**src/rtl/cu_pkg.sv**
```systemverilog
// Shared constants for the stack control unit: default parameters, one-hot
// FSM encodings, opcodes and stack-operation encoding.
package cu_pkg;

  localparam int unsigned DATA_RANGE_DEF    = 8;
  localparam int unsigned INST_RANGE_DEF    = 12;
  localparam int unsigned OP_CODE_RANGE_DEF = 4;
  localparam int unsigned STACK_DEPTH_DEF   = 16;

  localparam logic [3:0] ST_FETCH  = 4'b0001;
  localparam logic [3:0] ST_DECODE = 4'b0010;
  localparam logic [3:0] ST_EXEC   = 4'b0100;
  localparam logic [3:0] ST_HALT   = 4'b1000;

  localparam logic [3:0] OP_PUSHC = 4'b0000;
  localparam logic [3:0] OP_POP   = 4'b0001;
  localparam logic [3:0] OP_ADD   = 4'b0010;
  localparam logic [3:0] OP_SUB   = 4'b0011;
  localparam logic [3:0] OP_JMP   = 4'b0100;
  localparam logic [3:0] OP_JZ    = 4'b0101;
  localparam logic [3:0] OP_HALT  = 4'b1111;

  // ADD/SUB are expressed as "pop one, overwrite the new top" (POP_REPL).
  typedef enum logic [1:0] {
    STK_NONE     = 2'd0,
    STK_PUSH     = 2'd1,
    STK_POP      = 2'd2,
    STK_POP_REPL = 2'd3
  } stk_op_e;

  function automatic logic [1:0] op_pops(input logic [3:0] opc);
    case (opc)
      OP_POP, OP_JZ:  op_pops = 2'd1;
      OP_ADD, OP_SUB: op_pops = 2'd2;
      default:        op_pops = 2'd0;
    endcase
  endfunction

  function automatic logic [1:0] op_pushes(input logic [3:0] opc);
    case (opc)
      OP_PUSHC, OP_ADD, OP_SUB: op_pushes = 2'd1;
      default:                  op_pushes = 2'd0;
    endcase
  endfunction

endpackage

```
**src/rtl/cu_stack.sv**
```systemverilog
// Register-array stack with push, pop and pop-then-replace-top; keeps a
// registered copy of the top entry so 'top' is a flop output.
module cu_stack
  import cu_pkg::*;
#(
  parameter  int unsigned DATA_RANGE  = DATA_RANGE_DEF,
  parameter  int unsigned STACK_DEPTH = STACK_DEPTH_DEF,
  localparam int unsigned IW          = $clog2(STACK_DEPTH),
  localparam int unsigned SPW         = IW + 1
) (
  input  logic                  clk,
  input  logic                  rst,
  input  stk_op_e               op,
  input  logic [DATA_RANGE-1:0] wdata,
  output logic [SPW-1:0]        sp,
  output logic [DATA_RANGE-1:0] top,
  output logic [DATA_RANGE-1:0] second_c
);

  logic [DATA_RANGE-1:0] mem [STACK_DEPTH];
  logic [IW-1:0]         idx_below;

  assign idx_below = IW'(sp - SPW'(2));
  assign second_c  = (sp >= SPW'(2)) ? mem[idx_below] : '0;

  // Storage is deliberately left out of reset.
  always_ff @(posedge clk) begin
    if (!rst) begin
      case (op)
        STK_PUSH:     mem[sp[IW-1:0]] <= wdata;
        STK_POP_REPL: mem[idx_below]  <= wdata;
        default:      ;
      endcase
    end
  end

  always_ff @(posedge clk) begin
    if (rst) begin
      sp  <= '0;
      top <= '0;
    end else begin
      case (op)
        STK_PUSH: begin
          sp  <= sp + SPW'(1);
          top <= wdata;
        end
        STK_POP: begin
          sp  <= sp - SPW'(1);
          top <= second_c;
        end
        STK_POP_REPL: begin
          sp  <= sp - SPW'(1);
          top <= wdata;
        end
        default: ;
      endcase
    end
  end

endmodule

```
**src/rtl/stack_control_unit.sv**
```systemverilog
// Fetch/decode/execute controller for a small stack machine.
// Optional CU_STACK_TRAP_EN: stack faults set err and halt instead of acting as NOP.
module stack_control_unit
  import cu_pkg::*;
#(
  parameter int unsigned DATA_RANGE    = DATA_RANGE_DEF,
  parameter int unsigned INST_RANGE    = INST_RANGE_DEF,
  parameter int unsigned OP_CODE_RANGE = OP_CODE_RANGE_DEF,
  parameter int unsigned STACK_DEPTH   = STACK_DEPTH_DEF
) (
  input  logic                          clk,
  input  logic                          rst,
  input  logic [DATA_RANGE-1:0]         init_PC,
  output logic [DATA_RANGE-1:0]         imem_addr,
  output logic                          imem_rd,
  input  logic [INST_RANGE-1:0]         imem_data,
  input  logic                          imem_valid,
  output logic [DATA_RANGE-1:0]         pc,
  output logic [DATA_RANGE-1:0]         top,
  output logic [$clog2(STACK_DEPTH):0]  sp,
  output logic                          halted,
  output logic                          err
);

  localparam int unsigned SPW = $clog2(STACK_DEPTH) + 1;

  logic [3:0]            state, state_nxt;
  logic [INST_RANGE-1:0] ir, ir_nxt;
  logic [DATA_RANGE-1:0] pc_nxt, pc_inc, operand, second, stk_wdata;
  logic                  halted_nxt, fault_q, fault_nxt, fault_c;
  logic [3:0]            opc;
  logic [SPW:0]          sp_ext, sp_after;
  stk_op_e               stk_op;

  assign opc       = 4'(ir[INST_RANGE-1 -: OP_CODE_RANGE]);
  assign operand   = ir[DATA_RANGE-1:0];
  assign pc_inc    = pc + DATA_RANGE'(1);
  assign imem_addr = pc;
  assign imem_rd   = (state == ST_FETCH);

  // Fault check on the stack depth the instruction will see; underflow wraps sp_after high.
  assign sp_ext   = {1'b0, sp};
  assign sp_after = sp_ext + (SPW+1)'(op_pushes(opc)) - (SPW+1)'(op_pops(opc));
  assign fault_c  = (sp_ext < (SPW+1)'(op_pops(opc))) ||
                    (sp_after > (SPW+1)'(STACK_DEPTH));

`ifdef CU_STACK_TRAP_EN
  logic err_nxt;
  always_ff @(posedge clk) begin
    if (rst) err <= 1'b0;
    else     err <= err_nxt;
  end
`else
  assign err = 1'b0;
`endif

  always_ff @(posedge clk) begin
    if (rst) begin
      state   <= ST_FETCH;
      pc      <= init_PC;
      ir      <= '0;
      halted  <= 1'b0;
      fault_q <= 1'b0;
    end else begin
      state   <= state_nxt;
      pc      <= pc_nxt;
      ir      <= ir_nxt;
      halted  <= halted_nxt;
      fault_q <= fault_nxt;
    end
  end

  always_comb begin
    state_nxt  = state;
    pc_nxt     = pc;
    ir_nxt     = ir;
    halted_nxt = halted;
    fault_nxt  = fault_q;
    stk_op     = STK_NONE;
    stk_wdata  = operand;
`ifdef CU_STACK_TRAP_EN
    err_nxt    = err;
`endif
    case (state)
      ST_FETCH: begin
        if (imem_valid) begin
          ir_nxt    = imem_data;
          state_nxt = ST_DECODE;
        end
      end
      ST_DECODE: begin
        fault_nxt = fault_c;
        state_nxt = ST_EXEC;
      end
      ST_EXEC: begin
        state_nxt = ST_FETCH;
        pc_nxt    = pc_inc;
        if (fault_q) begin
`ifdef CU_STACK_TRAP_EN
          err_nxt    = 1'b1;
          halted_nxt = 1'b1;
          pc_nxt     = pc;
          state_nxt  = ST_HALT;
`endif
        end else begin
          case (opc)
            OP_PUSHC: stk_op = STK_PUSH;
            OP_POP:   stk_op = STK_POP;
            OP_ADD: begin
              stk_op    = STK_POP_REPL;
              stk_wdata = second + top;
            end
            OP_SUB: begin
              stk_op    = STK_POP_REPL;
              stk_wdata = second - top;
            end
            OP_JMP:   pc_nxt = operand;
            OP_JZ: begin
              stk_op = STK_POP;
              pc_nxt = (top == '0) ? operand : pc_inc;
            end
            OP_HALT: begin
              halted_nxt = 1'b1;
              state_nxt  = ST_HALT;
            end
            default: ;
          endcase
        end
      end
      ST_HALT: ;
      default: state_nxt = ST_FETCH;
    endcase
  end

  cu_stack #(
    .DATA_RANGE  (DATA_RANGE),
    .STACK_DEPTH (STACK_DEPTH)
  ) u_stack (
    .clk      (clk),
    .rst      (rst),
    .op       (stk_op),
    .wdata    (stk_wdata),
    .sp       (sp),
    .top      (top),
    .second_c (second)
  );

endmodule

```
**config.mk**
```make
export PLATFORM = sky130hd
export DESIGN_NAME = stack_control_unit
export DESIGN_NICKNAME = d
export VERILOG_FILES = /design/src/rtl/cu_pkg.sv /design/src/rtl/cu_stack.sv /design/src/rtl/stack_control_unit.sv
export SDC_FILE = /design/constraint.sdc
export NUM_CORES = 1
export LEC_CHECK = 0
export CAP_MARGIN = 20
export CELL_PAD_IN_SITES_DETAIL_PLACEMENT = 0
export CELL_PAD_IN_SITES_GLOBAL_PLACEMENT = 1
export CORE_AREA = 4 4 137 139
export CTS_BUF_LIST = sky130_fd_sc_hd__clkbuf_8
export CTS_CLUSTER_SIZE = 25
export DETAILED_ROUTE_END_ITERATION = 8
export DIE_AREA = 0 0 141 143
export PLACE_DENSITY_LB_ADDON = 0.1
export SLEW_MARGIN = 0
export SYNTH_ARGS = -nofsm -noshare
export SYNTH_HDL_FRONTEND = slang
export SYNTH_SLANG_ARGS = --single-unit
export TNS_END_PERCENT = 100
```
**constraint.sdc**
```tcl
create_clock -name clk -period 4.4 [get_ports clk]
set_clock_uncertainty 0.15 [all_clocks]
set_input_delay 0.66 -clock clk [delete_from_list [all_inputs] [get_ports clk]]
set_output_delay 0.66 -clock clk [all_outputs]
set_load 0.02 [all_outputs]
```
==> run metrics <==
status=finished clean; P_leak=3.197 nW; Avg Cell Area, Syn=13.24 sq um; Clock power frac=0.346; CTS tree=built; Worst-path clk slew=0.10 ns; Least-Margin Pin Slew=0.9738 ns; max_cap viols=0; pin count of the biggest net entering global routing=49; Synth cell types=59; Hold Violations, Final=0; relative slew slack=0.3464; vias in the first global route=5,086; final setup TNS=0 ns; Iter 0 DRT Violations=344; RePlAce Congestion=roughly 0.87; Die Height=~140 um; routed vias=5,035; grt ovf=0; PwrDens=333.0 mW/mm^2; clk root buf=clkbuf_8; FFs w/ async S/R, synth=0; IO buf count=53; critical path class=flip-flop to flip-flop; CTS Buf Count=17; CTS Buffer Depth=2; setup repair after global routing missed its margin=false; HP Class=flip-flop to flip-flop; first-pass GRT wire length=~29,000 um; Final Util=0.5243; total core area=between 0.015 and 0.02 sq mm; drt drc=0; WL final=approximately 18,000 um; chip width=141 um; Filler cells=1,500; Comb power frac=0.083; post-synthesis register bit count=167; fin. max-slew vios=0; Post CTS Setup Buffer Count=0; I/O pins=55; final std cells w/o fill=slightly above 900; WHS Endpoint=halted; Cells after DPL=between 800 and 900; PostCTS Resize Cnt=0; Initial Util=0.4512; slowest cell on the critical path=mux4_1; initial antenna violation count=0; ant diodes=0; cell area after synthesis=0.007968 sq mm; kind of end point of the critical path=flip-flop; layout cells sized above 1=0.1603; sw power=0.0007730 W; reg2reg start=u_stack.sp[0]; Clk Latency, worst-skew pair=0.45 ns; total track usage=0.1893; min-delay src=halted; Worst EP required=~4.4 ns; nets=approximately 720; crit share post-route=0.9393; Synth area leader=edfxtp_1; FF-to-FF path depth=10; worst vdd ir=just under 0.0002 V; internal power=0.002310 W; reg2reg setup slack=around 0.27 ns; Worst Path Arrival=about 4.2 ns; Sw Share=0.2508; Tmin final=4.133 ns; Flop pwr share=0.571; top cells by area, synth=edfxtp_1 (51%), mux4_2 (8.2%), dfxtp_1 (7.8%); Setup-failing EPs final=0; wire length per cell=20.07 um; Post-CTS Hold Fix Bufs=0; drt via density=5.503; worst path bufs/invs=1; worst r2r dst=u_stack.mem[9][7]; crit path launch type=flip-flop; Worst path top cell family by delay=simple AND/OR/NAND/NOR gates; worst hold margin=0.3329 ns; hold depth=2; Die Area=0.02016 sq mm; P&R area growth vs syn=16.19%; placed inst area=0.008874 sq mm; yosys warns=0; ys flop type=edfxtp_1; Post-Syn Nets=651; Post-Syn Instances=602; Final ANT Viol Nets=0; Crit Path Max Fanout=16; CP cell instances=buf_4 -> mux4_1 -> mux4_2 -> and2_1 -> ha_1 -> or4_1 -> a21oi_1 -> nor3_1 -> nand3b_1 -> nand2_1; # H-tree levels=4; Post-synth EDFFs=approximately 140; Peak Freq=242.0 MHz; first drt pass iteration count=5; crit-path max cell delay=~0.56 ns; Design Area, Final=0.009258 sq mm; most frequent cells in the layout=edfxtp_1 (136), nand2_1 (56), nor2_1 (55); clock sinks=167; DP HPWL=13,330 um; row cnt=approximately 50; sequential-to-total area share from yosys stat=0.5905; commonest non-fill, non-tap cell in the layout=edfxtp_1; area share of the leading cell type in the synthesized netlist=0.5126
-- per-stage QoR --
step                      total power [W]  worst slack, ns
final                            0.003083           0.2669
after detailed placement         0.002057           0.1563
after CTS                        0.003118           0.1221
after global placement           0.002050           0.2340
after floorplan                  0.001957          0.05996
after global routing             0.003229          0.05243
-- worst max-delay path by stage --
stage	from	to	cells after the start
finish	u_stack.sp[0]	u_stack.mem[9][7]	10
global route	u_stack.sp[0]	u_stack.mem[7][6]	12
CTS	u_stack.sp[0]	u_stack.mem[8][7]	10
detailed placement	u_stack.sp[0]	u_stack.mem[8][7]	10
global placement	u_stack.sp[0]	u_stack.mem[8][7]	10
floorplan	u_stack.sp[1]	u_stack.top[6]	15
-- worst register-to-register path: stages, from the launching register on --
cell,delay [ns]
dfxtp_4,0.52
buf_4,0.27
mux4_1,0.56
mux4_2,0.47
and2_1,0.19
ha_1,0.24
or4_1,0.54
a21oi_1,0.24
nor3_1,0.08
nand3b_1,0.17
nand2_1,0.42
-- logic make-up (layout without fill, tap and decap cells) --
family          count (synthesis)  after routing  share of synthesized area
flops                         167            167                     0.5905
xor+xnor                       25             25                    0.02842
other cells                     1              1                  0.0004707
compound gates                 97             97                    0.07381
buf+inv                        60            144                    0.03596
fa+ha+maj                      26             26                    0.04366
mux                            46             46                     0.1198
simple gates                  180            180                     0.1074
-- area by class of cell --
| type | count | area, sq um | share of cell area |
|---|---|---|---|
| inverters | 25 | 93.84 | 0.01014 |
| clock buffers | 17 | 234.0 | 0.02527 |
| well taps | 229 | 286.5 | 0.03095 |
| repair buffers | 88 | 788.3 | 0.08515 |
| clock inverters | 14 | 145.1 | 0.01568 |
| multi-input cells | 375 | 2999 | 0.3240 |
| flip-flops and latches | 167 | 4711 | 0.5089 |
-- per-layer routing --
layer | track usage | part of all wire
met1 | 0.2549 | 0.45
met2 | 0.3173 | 0.50
met3 | 0.04052 | 0.047
met4 | 0.04640 | 0.010
met5 | 0 | 0
-- cell usage after synthesis (all sizes together), types with 2 or more instances --
cell type and instances:
a21o 2, clkbuf 18, o311ai 2, ha 23
nor4b 4, nor4 2, nor2b 4, a22oi 2
and3 2, o31ai 2, nor3 11, nand2 56
and2 12, a211oi 5, a21boi 2, nor2 55
a22o 3, mux2i 8, a21oi 39, nand3 17
a31oi 2, edfxtp 136, buf 17, inv 24
fa 3, or4 2, xnor2 15, mux4 37
xor2 10, o21bai 5, o21ai 26, dfxtp 31
nand2b 6, or2 2, o2111ai 2
-- registers in the layout (all words and copies together) (netlist names) --
name / count
fault_q: 1
halted: 1
imem_addr: 8
ir: 12
state: 4
u_stack.mem: 128
u_stack.sp: 5
u_stack.top: 8
-- power groups by stage --
| stage | clock network (W) | logic (W) | registers (W) |
|---|---|---|---|
| 5_1_grt | 0.00118 | 0.000285 | 0.00177 |
| 6_report | 0.00107 | 0.000256 | 0.00176 |
| 3_5_place_dp | 0 | 0.000258 | 0.00180 |
| 4_1_cts | 0.00110 | 0.000259 | 0.00176 |
| 3_3_place_gp | 0 | 0.000252 | 0.00180 |
| 2_1_floorplan | 0 | 0.000159 | 0.00180 |
Power figures use the tool's default switching activity.
==> variant (config.mk and constraints unchanged) <==
Put a register stage on the output `imem_rd`, without a reset. The value now appears one clock later. The other outputs are not delayed to match.
--- a/src/rtl/stack_control_unit.sv
+++ b/src/rtl/stack_control_unit.sv
@@ -36,7 +36,9 @@
   assign operand   = ir[DATA_RANGE-1:0];
   assign pc_inc    = pc + DATA_RANGE'(1);
   assign imem_addr = pc;
-  assign imem_rd   = (state == ST_FETCH);
+  always_ff @(posedge clk) begin
+    imem_rd <= (state == ST_FETCH);
+  end
 
   // Fault check on the stack depth the instruction will see; underflow wraps sp_after high.
   assign sp_ext   = {1'b0, sp};
Check against the original RTL: not equivalent (a bounded check fails within 4 cycles, from zero or initial values and one cycle with rst high).
==> variant against the original RTL <==
Sequential share of layout area increased by 0.17 points. Worst setup slack better by 72 ps. Global-route usage shrank 0.50 points. Power is 2.0% lower. Routed wire length is 2.8% lower. Critical path type unchanged. Largest cell class unchanged. Cell count decreased by 0.22%. Final area is essentially flat. Sequential cell count up 1. Hold slack better by 2.0 ps. Synthesized area rose by 0.25%.
==> variant: results (changes against the original RTL) <==
Placed Area: 8870 µm² (about the same)
final wirelength: 17,800 µm (-2.8%)
DPL Wire Length: 13,100 µm (-2.0%)
Skew-Pair Late Insertion Delay: 450 ps (about the same)
DR iter-0 viols: 324 (-5.8%)
Critical-path top delay cell: mux4_2
hold slack final: 335 ps (+2.00 ps)
WL met1: 8180 µm (-0.34%)
Final nets: 720 (-0.41%)
outcome: finished clean
largest net degree at the start of global routing: 41 (-16%)
met2 WL: 8690 µm (-4.5%)
met3 Resource Use GR: 3.58% (-0.47 points)
pre-CTS WS: 216 ps (+59.8 ps)
slew margin rel.: 39.9% (+5.3 points)
Final GP Congestion: 0.865 (-0.61%)
Arr. time, crit path: 4190 ps (+30 ps)
GRT met2 Usage: 30.6% (-1.1 points)
Worst path max stage delay: 520 ps (-40 ps)
Post-Synth Adder-Cell Area: 4.35% (-0.011 points)
layout cell share with drive strength beyond 1: 15.2% (-0.83 points)
Register-to-Register Path Depth: 13 (+3)
sequential share of the synthesized area: 59.1% (+0.10 points)
vias in the first global route: 5,040 (-0.90%)
syn nets: 652 (+0.15%)
setup slack, reg-to-reg: 340 ps (+70 ps)
Worst VDD drop: 0.251 mV (+28%)
fill cell count: 1,503 (+0.20%)
Synth Area in Compound Gates: 7.36% (-0.018 points)
GRT Total Usage: 18.4% (-0.50 points)
Avg WL per Cell: 19.5 µm (-2.6%)
first-pass GRT wire length: 28,400 µm (-1.8%)
post-synthesis xor/xnor area fraction: 2.84% (-0.0071 points)
Vias/cell: 5.43 (-1.4%)
Crit path max-delay family: multiplexers
Leak Pwr: 0.00318 µW (-0.60%)
FF-to-FF End: u_stack.mem[13][6]
met1 usage: 25.0% (-0.44 points)
Routed met3 length: 712 µm (-17%)
largest cells by area after synthesis: edfxtp_1 (51%), mux4_2 (8.2%), dfxtp_1 (8.0%), ha_1 (3.6%), mux4_1 (2.6%)
synth cell count leaders: edfxtp_1 (136), nand2_1 (56), nor2_1 (55)
min Tclk post-route: 4060 ps (-72.1 ps)
Util after Layout: 52.4% (about the same)
mux cell area share after synthesis: 12.0% (-0.030 points)
## variant: how the worst max path moves through the flow
stage                        startpoint                  to  depth (start not counted)
after global placement    u_stack.sp[0]  u_stack.mem[10][7]                         12
after detailed placement  u_stack.sp[2]   u_stack.mem[8][7]                         13
after CTS                 u_stack.sp[2]  u_stack.mem[15][7]                         13
after global routing      u_stack.sp[0]  u_stack.mem[13][6]                         13
final                     u_stack.sp[0]  u_stack.mem[13][6]                         13
after floorplan           u_stack.sp[1]      u_stack.top[6]                         15
## variant: final cells by class
| cell class | instances | share of cell area (%) |
|---|---|---|
| Clock buffer | 17 | 2.53 |
| Sequential cell | 168 | 51.1 |
| Tap cell | 229 | 3.09 |
| Inverter | 25 | 1.01 |
| Timing Repair Buffer | 84 | 8.59 |
| Clock inverter | 15 | 1.30 |
| Multi-Input combinational cell | 375 | 32.4 |
## variant: where the power goes
group	leakage [µW]	internal [µW]	switching [µW]
registers	0.00153	1750	26.8
logic	0.00148	112	146
clock network	0.000173	401	589
total	0.00318	2260	762
